==> src/rtl/mem_port_arbiter_pkg.sv <==
// Shared widths, state encoding and round-robin search for the data-memory port arbiter.
package mem_port_arbiter_pkg;

   localparam int NB_REQ      = 4;
   localparam int NB_REQ_ID   = 2;
   localparam int NB_HOLD_CNT = 8;

   typedef enum logic [1:0] {
      ST_IDLE    = 2'd0,
      ST_GRANT   = 2'd1,
      ST_RELEASE = 2'd2
   } state_t;

   // Returns {found, index}: first set request scanning upward from ptr, wrapping mod NB_REQ.
   function automatic logic [NB_REQ_ID:0] rr_pick(input logic [NB_REQ-1:0]    req,
                                                  input logic [NB_REQ_ID-1:0] ptr);
      logic                 found;
      logic [NB_REQ_ID-1:0] idx;
      logic [NB_REQ_ID-1:0] cand;
      found = 1'b0;
      idx   = ptr;
      for (int i = 0; i < NB_REQ; i++) begin
         cand = ptr + NB_REQ_ID'(i);
         if (!found && req[cand]) begin
            found = 1'b1;
            idx   = cand;
         end
      end
      return {found, idx};
   endfunction

endpackage

==> src/rtl/mem_port_arbiter_if.sv <==
// Request/grant bundle between the memory-port requesters and the arbiter.
interface mem_port_arbiter_if;
   import mem_port_arbiter_pkg::*;

   logic [NB_REQ-1:0]    req;
   logic [NB_REQ-1:0]    gnt;
   logic [NB_REQ_ID-1:0] gnt_id;
   logic                 busy;
   logic                 preempt;

   modport master (output req, input gnt, gnt_id, busy, preempt);
   modport slave  (input req, output gnt, gnt_id, busy, preempt);

endinterface

==> src/rtl/mem_port_arbiter_decoder.sv <==
// Enabled 2-to-4 one-hot decoder driving the memory-port select lines.
module decoder_2to4
   import mem_port_arbiter_pkg::*;
(
   input  logic                 en,
   input  logic [NB_REQ_ID-1:0] sel,
   output logic [NB_REQ-1:0]    dec
);

   always_comb begin
      dec = '0;
      if (en) dec[sel] = 1'b1;
   end

endmodule

==> src/rtl/mem_port_arbiter.sv <==
// Round-robin owner selection for the shared data-memory port, with bounded hold
// and a one-cycle dead gap between owners.
//
//   state      | meaning
//   -----------+------------------------------------------------------------
//   ST_IDLE    | no owner; arbitrate every cycle
//   ST_GRANT   | owner holds the port; cnt tracks consecutive grant cycles
//   ST_RELEASE | dead cycle between owners; arbitrates exactly like ST_IDLE
module mem_port_arbiter
   import mem_port_arbiter_pkg::*;
#(
   parameter int unsigned MAX_HOLD = 8
)(
   input  logic               i_clk,
   input  logic               i_rst_n,
   mem_port_arbiter_if.slave  bus
);

   localparam logic [NB_HOLD_CNT-1:0] CNT_LAST = NB_HOLD_CNT'(MAX_HOLD - 1);

   state_t                 state, nxt_state;
   logic [NB_REQ_ID-1:0]   owner, nxt_owner;
   logic [NB_REQ_ID-1:0]   ptr, nxt_ptr;
   logic [NB_HOLD_CNT-1:0] cnt, nxt_cnt;
   logic                   preempt_q, nxt_preempt;
   logic [NB_REQ_ID:0]     pick;
   logic [NB_REQ-1:0]      gnt_dec;

   assign pick = rr_pick(bus.req, ptr);

   decoder_2to4 u_gnt_dec (
      .en  (state == ST_GRANT),
      .sel (owner),
      .dec (gnt_dec)
   );

   always_ff @(posedge i_clk or negedge i_rst_n) begin
      if (!i_rst_n) begin
         state     <= ST_IDLE;
         owner     <= '0;
         ptr       <= '0;
         cnt       <= '0;
         preempt_q <= 1'b0;
      end else begin
         state     <= nxt_state;
         owner     <= nxt_owner;
         ptr       <= nxt_ptr;
         cnt       <= nxt_cnt;
         preempt_q <= nxt_preempt;
      end
   end

   // gnt_dec equals one-hot(owner) in ST_GRANT, so it doubles as the competitor mask.
   always_comb begin
      nxt_state   = state;
      nxt_owner   = owner;
      nxt_ptr     = ptr;
      nxt_cnt     = cnt;
      nxt_preempt = 1'b0;
      case (state)
         ST_IDLE, ST_RELEASE: begin
            if (pick[NB_REQ_ID]) begin
               nxt_state = ST_GRANT;
               nxt_owner = pick[NB_REQ_ID-1:0];
               nxt_ptr   = pick[NB_REQ_ID-1:0] + NB_REQ_ID'(1);
               nxt_cnt   = '0;
            end else begin
               nxt_state = ST_IDLE;
            end
         end
         ST_GRANT: begin
            if (!bus.req[owner]) begin
               nxt_state = ST_RELEASE;
            end else if ((cnt == CNT_LAST) && (|(bus.req & ~gnt_dec))) begin
               nxt_state   = ST_RELEASE;
               nxt_preempt = 1'b1;
            end else if (cnt != CNT_LAST) begin
               nxt_cnt = cnt + NB_HOLD_CNT'(1);
            end
         end
         default: nxt_state = ST_IDLE;
      endcase
   end

   always_comb begin
      bus.gnt     = gnt_dec;
      bus.gnt_id  = owner;
      bus.busy    = (state == ST_GRANT);
      bus.preempt = preempt_q;
   end

endmodule
==> src/flat_wrapper.sv <==
// flat-port wrapper written by rule: the top's interface ports become plain ports
module mem_port_arbiter_flat import mem_port_arbiter_pkg::*;
#(
   parameter int unsigned MAX_HOLD = 8
)
  (i_clk, i_rst_n, bus_req, bus_gnt, bus_gnt_id, bus_busy, bus_preempt);
  mem_port_arbiter_if bus_i ();
  input  logic i_clk;
  input  logic i_rst_n;
  input wire logic [$bits(bus_i.req)-1:0] bus_req;
  output wire logic [$bits(bus_i.gnt)-1:0] bus_gnt;
  output wire logic [$bits(bus_i.gnt_id)-1:0] bus_gnt_id;
  output wire logic [$bits(bus_i.busy)-1:0] bus_busy;
  output wire logic [$bits(bus_i.preempt)-1:0] bus_preempt;
  assign bus_i.req = bus_req;
  assign bus_gnt = bus_i.gnt;
  assign bus_gnt_id = bus_i.gnt_id;
  assign bus_busy = bus_i.busy;
  assign bus_preempt = bus_i.preempt;
  mem_port_arbiter #(.MAX_HOLD(MAX_HOLD)) u_core (.i_clk(i_clk), .i_rst_n(i_rst_n), .bus(bus_i));
endmodule
==> config.mk <==
export PLATFORM = sky130hd
export DESIGN_NAME = mem_port_arbiter_flat
export DESIGN_NICKNAME = d
export VERILOG_FILES = /design/src/rtl/mem_port_arbiter_pkg.sv /design/src/rtl/mem_port_arbiter_if.sv /design/src/rtl/mem_port_arbiter_decoder.sv /design/src/rtl/mem_port_arbiter.sv /design/src/flat_wrapper.sv
export SDC_FILE = /design/constraint.sdc
export NUM_CORES = 1
export LEC_CHECK = 0
export ABC_AREA = 1
export BUFFER_PORTS_ARGS = -buffer_cell sky130_fd_sc_hd__buf_4
export CORE_UTILIZATION = 50
export CTS_CLUSTER_SIZE = 20
export DETAILED_ROUTE_END_ITERATION = 6
export PLACE_DENSITY = 0.7
export SYNTH_ARGS = -nofsm -noshare
export SYNTH_HDL_FRONTEND = slang
export SYNTH_SLANG_ARGS = --single-unit
==> constraint.sdc <==
create_clock -name i_clk -period 1.9 [get_ports i_clk]
set_clock_uncertainty 0.15 [all_clocks]
set_input_delay 0.285 -clock i_clk [delete_from_list [all_inputs] [get_ports i_clk]]
set_output_delay 0.285 -clock i_clk [all_outputs]
set_load 0.05 [all_outputs]
==> impl_metrics.env, run 1 <==
export IMPL_die_h_um=50.53
export IMPL_top_layer="met4"
export IMPL_crit_path_end_kind="output pin"
export IMPL_critPathLaunchType="flop"
export IMPL_timing_fmax_mhz=553.5
export IMPL_path_buf_inv=2
export IMPL_die_area_mm2=0.002553
export IMPL_pre_cts_slack_ps=78.77
export IMPL_syn_avg_cell_area_um2=6.690
export IMPL_fin_cells=230
export IMPL_tritoncts="yes"
export IMPL_hold_viol=0
export IMPL_wl_met3_um=82
export IMPL_cts_root_buffer="clkbuf_4"
export IMPL_yosysTopAreaCell="dfrtp_1"
export IMPL_routabilityCongestion=0.9178
export IMPL_worst_pin_slew_ps=219.4
export IMPL_boundaryPins=14
export IMPL_cp_data_required_time_ps=1460
export IMPL_final_cell_mix="nand2_1 (70), buf_4 (22), nand3_1 (13)"
export IMPL_clk_latency_ps=290
export IMPL_ys_seq_area_frac=0.3188
export IMPL_reg2reg_depth=11
export IMPL_synthCells=176
export IMPL_dp_cells=219
export IMPL_via_per_inst=5.165
export IMPL_worstSetupPathType="reg2out"
export IMPL_clk_pin_slew_worst_paths_ps=90
export IMPL_maxSlewHeadroom=0.8528
export IMPL_p_switching_w=0.001437
export IMPL_wl_met2_mm=1.404
export IMPL_h_tree_depth=1
export IMPL_slowest_stage="dfrtp_1"
export IMPL_ys_ff_latch=15
export IMPL_synthesis_nets=183
export IMPL_drt_iter0_drc=30
export IMPL_setup_viol=0
export IMPL_final_max_slew_viol_count=0
export IMPL_grt_pass1_wl_mm=4.547
export IMPL_clock_path_buffers=2
export IMPL_drtAntennaViolNets=0
export IMPL_cts_buffers=3
export IMPL_crit_family="flip-flops"
export IMPL_yosysUniqueCellTypes=29
export IMPL_num_antenna_cells=0
export IMPL_drive_gt1_frac=0.3069
export IMPL_vias=1188
export IMPL_cap_violations=0
export IMPL_fin_tns_setup_ps=0
export IMPL_crit_cells=4
export IMPL_powerDensity_mw_per_mm2=1741
export IMPL_final_common_cell="nand2_1"
export IMPL_area_delta_synth_final_pct=24.97
export IMPL_dpl_hpwl_mm=2.083
export IMPL_p_seq_frac=0.208
export IMPL_core_area_mm2=0.002212
export IMPL_wl_per_cell_um=11.86
export IMPL_cts_sinks=15
export IMPL_max_stage_delay_ps=400
export IMPL_start_util=0.5322
export IMPL_finalCriticalPeriod_ps=1807
export IMPL_leakage_nw=0.7523
export IMPL_critPathMaxFanout=4
export IMPL_grt_usage=0.2378
export IMPL_arrival_ps=1370
export IMPL_yosys_area_top_type_share=0.3188
export IMPL_yosys_warnings=0
export IMPL_pwr_share_comb=0.721
export IMPL_crit_chain="nand2_1 > buf_4 > nor3_4 > buf_6"
export IMPL_port_buffers=13
export IMPL_swShare=0.5611
export IMPL_syn_area_mm2=0.001177
export IMPL_grt_max_degree=16
export IMPL_drc=0
export IMPL_wl_met1_mm=1.189
export IMPL_final_setup_worst_slack_ps=93.47
export IMPL_intPower_w=0.001125
export IMPL_wl_mm=2.727
export IMPL_p_clk_frac=0.071
export IMPL_dr_pass1_iters=5
export IMPL_hp_class="in2async"
export IMPL_grt_pass1_vias=1070
export IMPL_status="completed"
export IMPL_finalNetCount=210
export IMPL_period_share=0.9508
export IMPL_die_width_um=50.53
export IMPL_power_w=0.002562
export IMPL_grt_overflow=0
export IMPL_rows=17
export IMPL_peakVddDrop_mv=1.185
export IMPL_antenna_found_initial=0
export IMPL_synthTopCellsByArea="dfrtp_1 (32%), nand2_1 (23%), nand3_1 (6.0%)"
==> synth_stat cells (all sizes together) <==
cell type,number
o21ai,7
nor3,5
dfrtp,15
nand3,17
a21oi,2
o21bai,1
nand4,2
xor2,2
xnor2,3
and3,1
buf,3
clkinv,1
o22ai,3
nand2,80
inv,16
nor2,16
o21a,1
ha,1
==> registers in the layout (all words and copies together) (netlist names) <==
name / flops
u_core.ptr: 2
u_core.bus.gnt_id: 2
u_core.state: 2
u_core.cnt: 8
u_core.bus.preempt: 1
==> metrics by stage <==
stage | instance area (µm²) | utilization | hold WS, ps
global route | 1471 | 0.6652 | 243.6
finish | 1471 | 0.6652 | 220.7
global placement | 1364 | 0.6165 | -2.200
floorplan | 1217 | - | -160.6
detailed placement | 1364 | 0.6165 | -0.4967
CTS | 1401 | 0.6335 | 228.5
==> final timing paths <==
| path | start | end | slack (ps) |
|---|---|---|---|
| setup / recovery | u_core.state[0] | bus_gnt[1] | 90 |
| hold / removal | i_rst_n | u_core.bus.preempt | 220 |
| setup reg to reg | u_core.ptr[0] | u_core.bus.gnt_id[1] | 120 |
| hold reg to reg | u_core.cnt[0] | u_core.cnt[0] | 370 |
| max in group asynchronous | i_rst_n | u_core.ptr[0] | 1190 |
| min in group i_clk | bus_req[3] | u_core.bus.preempt | 310 |
==> final cells by class <==
| cell class | instances | area [µm²] |
|---|---|---|
| well taps | 28 | 35.03 |
| inverters | 17 | 73.82 |
| repair buffers | 25 | 197.7 |
| fillers | 201 | 740.7 |
| flip-flops and latches | 15 | 380.4 |
| clock inverters | 1 | 5.005 |
| multi-input cells | 141 | 757.0 |
| clock buffers | 3 | 22.52 |
==> cell families (layout without fill, tap and decap cells) <==
| family | Yosys count | after routing | synth area share |
|---|---|---|---|
| AOI/OAI and AO/OA | 14 | 14 | 0.08608 |
| xor gates and xnor gates | 5 | 5 | 0.03720 |
| buffers and inverters | 20 | 46 | 0.08077 |
| and+or+nand+nor | 121 | 121 | 0.4665 |
| adders and majority gates | 1 | 1 | 0.01063 |
| DFF | 15 | 15 | 0.3188 |
==> power groups by stage <==
stage          sequential [W]  clock, W  combinational (W)
2_1_floorplan        0.000552         0            0.00132
3_3_place_gp         0.000525         0            0.00170
3_5_place_dp         0.000530         0            0.00173
4_1_cts              0.000523  0.000188            0.00173
5_1_grt              0.000546  0.000201            0.00201
6_report             0.000533  0.000183            0.00185
==> metal layers <==
| layer | up-vias | GRT usage |
|---|---|---|
| li1 | 614 | - |
| met4 | 0 | 0.09722 |
| met3 | 7 | 0.01818 |
| met1 | 541 | 0.2874 |
| met5 | - | 0 |
| met2 | 26 | 0.4311 |
==> repair_timing <==
item	CTS	global route
endpoints found under the hold margin	15	0
hold buffers	1	0
endpoints found under the setup margin	0	12
setup buffers	0	6
resized for setup	0	11
Note: power is estimated with default switching activity, not from simulation.
==> run 2: changes to the inputs <==
==> constraint.sdc (replaced) <==
create_clock -name i_clk -period 1.8 [get_ports i_clk]
set_clock_uncertainty 0.15 [all_clocks]
set_input_delay 0.27 -clock i_clk [delete_from_list [all_inputs] [get_ports i_clk]]
set_output_delay 0.27 -clock i_clk [all_outputs]
set_load 0.05 [all_outputs]
==> run 2 against run 1 <==
Effect of this change:
- the flow now finishes with violations (negative setup slack)
- worst hold slack better by 38 ps
- utilization up 6.9 points
- flip-flop and latch count unchanged
- final area up 10%
- via count up 5.6%
- sequential share of layout area down 2.4 points
- combinational power up 30%
- routed wire length up 12%
- largest cell class unchanged
==> impl_metrics.env, run 2 (synthesis gave the netlist of run 1 again) <==
export IMPL_cp_data_required_time_ps=1820
export IMPL_powerDensity_mw_per_mm2=1936
export IMPL_boundaryPins=14
export IMPL_cap_violations=0
export IMPL_setup_viol=2
export IMPL_power_w=0.003143
export IMPL_clk_latency_ps=270
export IMPL_pre_cts_slack_ps=-5.669
export IMPL_cts_root_buffer="clkbuf_4"
export IMPL_worstSetupPathType="reg2reg"
export IMPL_violations="negative setup slack"
export IMPL_die_width_um=50.53
export IMPL_top_register="u_core.cnt"
export IMPL_critPathMaxFanout=7
export IMPL_drtAntennaViolNets=0
export IMPL_wl_per_cell_um=12.87
export IMPL_vias=1254
export IMPL_final_setup_worst_slack_ps=-19.62
export IMPL_peakVddDrop_mv=1.417
export IMPL_arrival_ps=1840
export IMPL_antenna_found_initial=0
export IMPL_nFillCells=197
export IMPL_area_delta_synth_final_pct=37.94
export IMPL_clock_path_buffers=2
export IMPL_drt_iter0_drc=28
export IMPL_core_area_mm2=0.002212
export IMPL_drc=0
export IMPL_final_common_cell="nand2_1"
export IMPL_drive_gt1_frac=0.3762
export IMPL_dr_pass1_iters=4
export IMPL_rows=17
export IMPL_period_share=1.011
export IMPL_num_antenna_cells=0
export IMPL_fin_tns_setup_ps=-38.34
export IMPL_grt_pass1_vias=1136
export IMPL_grt_pass1_wl_mm=4.781
export IMPL_finalNetCount=218
export IMPL_critPathLaunchType="flop"
export IMPL_cts_sinks=15
export IMPL_die_area_mm2=0.002553
export IMPL_finalCriticalPeriod_ps=1820
export IMPL_crit_path_end_kind="flop"
export IMPL_routabilityCongestion=0.9047
export IMPL_fin_hold_ws_ps=259.1
export IMPL_h_tree_depth=1
export IMPL_hp_class="in2async"
export IMPL_grt_overflow=0
export IMPL_rsz0062_at_grt="true"
export IMPL_grt_max_degree=16
export IMPL_final_cell_mix="nand2_1 (62), buf_4 (26), nand2_2 (12)"
export IMPL_wl_mm=3.064
export IMPL_cts_buffers=3
export IMPL_final_max_slew_viol_count=0
export IMPL_largest_reg_flops=8
export IMPL_start_util=0.5322
export IMPL_leakage_nw=0.8053
export IMPL_timing_fmax_mhz=549.6
export IMPL_grt_usage=0.2511
export IMPL_worst_pin_slew_ps=255.9
export IMPL_via_per_inst=5.269
export IMPL_tritoncts="yes"
export IMPL_die_h_um=50.53
export IMPL_hold_viol=0
export IMPL_dpl_hpwl_mm=2.181
export IMPL_status="finished with violations"
export IMPL_maxSlewHeadroom=0.8287
export IMPL_clk_pin_slew_worst_paths_ps=80
export IMPL_port_buffers=13
[run 2: cell types whose count changed in the layout (fill, tap and decap cells not counted), moves of 2 or more]
cell     previous run  this run
buf_4              22        26
buf_6               2         5
nand2_1            70        62
nand2_2             8        12
nand2_4             2         6
nand3_1            13        11
nand3_4             1         4
nor2_4              2         4
[run 2: layout make-up]
| type | count | area [µm²] | share of cell area |
|---|---|---|---|
| Clock buffer | 4 | 26.28 | 0.01618 |
| Inverter | 17 | 73.82 | 0.04545 |
| Multi-Input combinational cell | 141 | 839.6 | 0.5169 |
| Sequential cell | 15 | 380.4 | 0.2342 |
| Tap cell | 28 | 35.03 | 0.02157 |
| Timing Repair Buffer | 32 | 261.5 | 0.1610 |
| Timing Repair inverter | 1 | 7.507 | 0.004622 |
[run 2: worst paths after layout]
| check | startpoint | slack, ps | cells after the start | to |
|---|---|---|---|---|
| max | u_core.ptr[1] | -20 | 12 | u_core.ptr[1] |
| min | i_rst_n | 260 | 2 | u_core.cnt[0] |
| max reg2reg | u_core.ptr[1] | -20 | 12 | u_core.ptr[1] |
| min reg2reg | u_core.cnt[7] | 400 | 2 | u_core.cnt[7] |
| max in group asynchronous | i_rst_n | 1050 | 2 | u_core.bus.gnt_id[0] |
| min in group i_clk | bus_req[3] | 320 | 5 | u_core.bus.preempt |
[run 2: power by group]
group / internal, W / switching (W)
clock: 0.0000859 / 0.0000997
sequential: 0.000436 / 0.000118
combinational: 0.000902 / 0.00150
total: 0.00142 / 0.00172
[run 2: worst max-delay path, stage by stage (launching register included)]
cell and delay, ps:
dfrtp_2 490, inv_4 120, nand2_2 80, nand2_4 120
nand2_1 100, nand2_4 90, nand3_1 130, nand2_1 100
nand2_1 50, nand3_1 90, nand2_1 80, nand2_1 70
nand2_1 40
[run 2: routing by layer]
metal  vias to the layer above  global-route usage  wire length (µm)
met1                       592              0.2849              1285
met2                        23              0.4667              1642
met4                         0              0.1157                55
met5                         -                   0                 0
met3                         6             0.02424                80
li1                        633                   -                 -
[run 2: stage by stage]
stage          instances    util  instance area (µm²)
2_1_floorplan        176       -                 1220
3_3_place_gp         223  0.6312                 1396
3_5_place_dp         223  0.6312                 1396
4_1_cts              230  0.6595                 1459
5_1_grt              238  0.7342                 1624
6_report             238  0.7342                 1624
[run 2: what timing repair did]
item | in CTS | in global routing
gates cloned | 1 | 0
endpoints found under the setup margin | 5 | 16
pin swaps | 3 | 18
endpoints found under the hold margin | 15 | 0
buffers inserted | 1 | 8
hold buffers | 1 | 0
gates resized for setup | 5 | 28
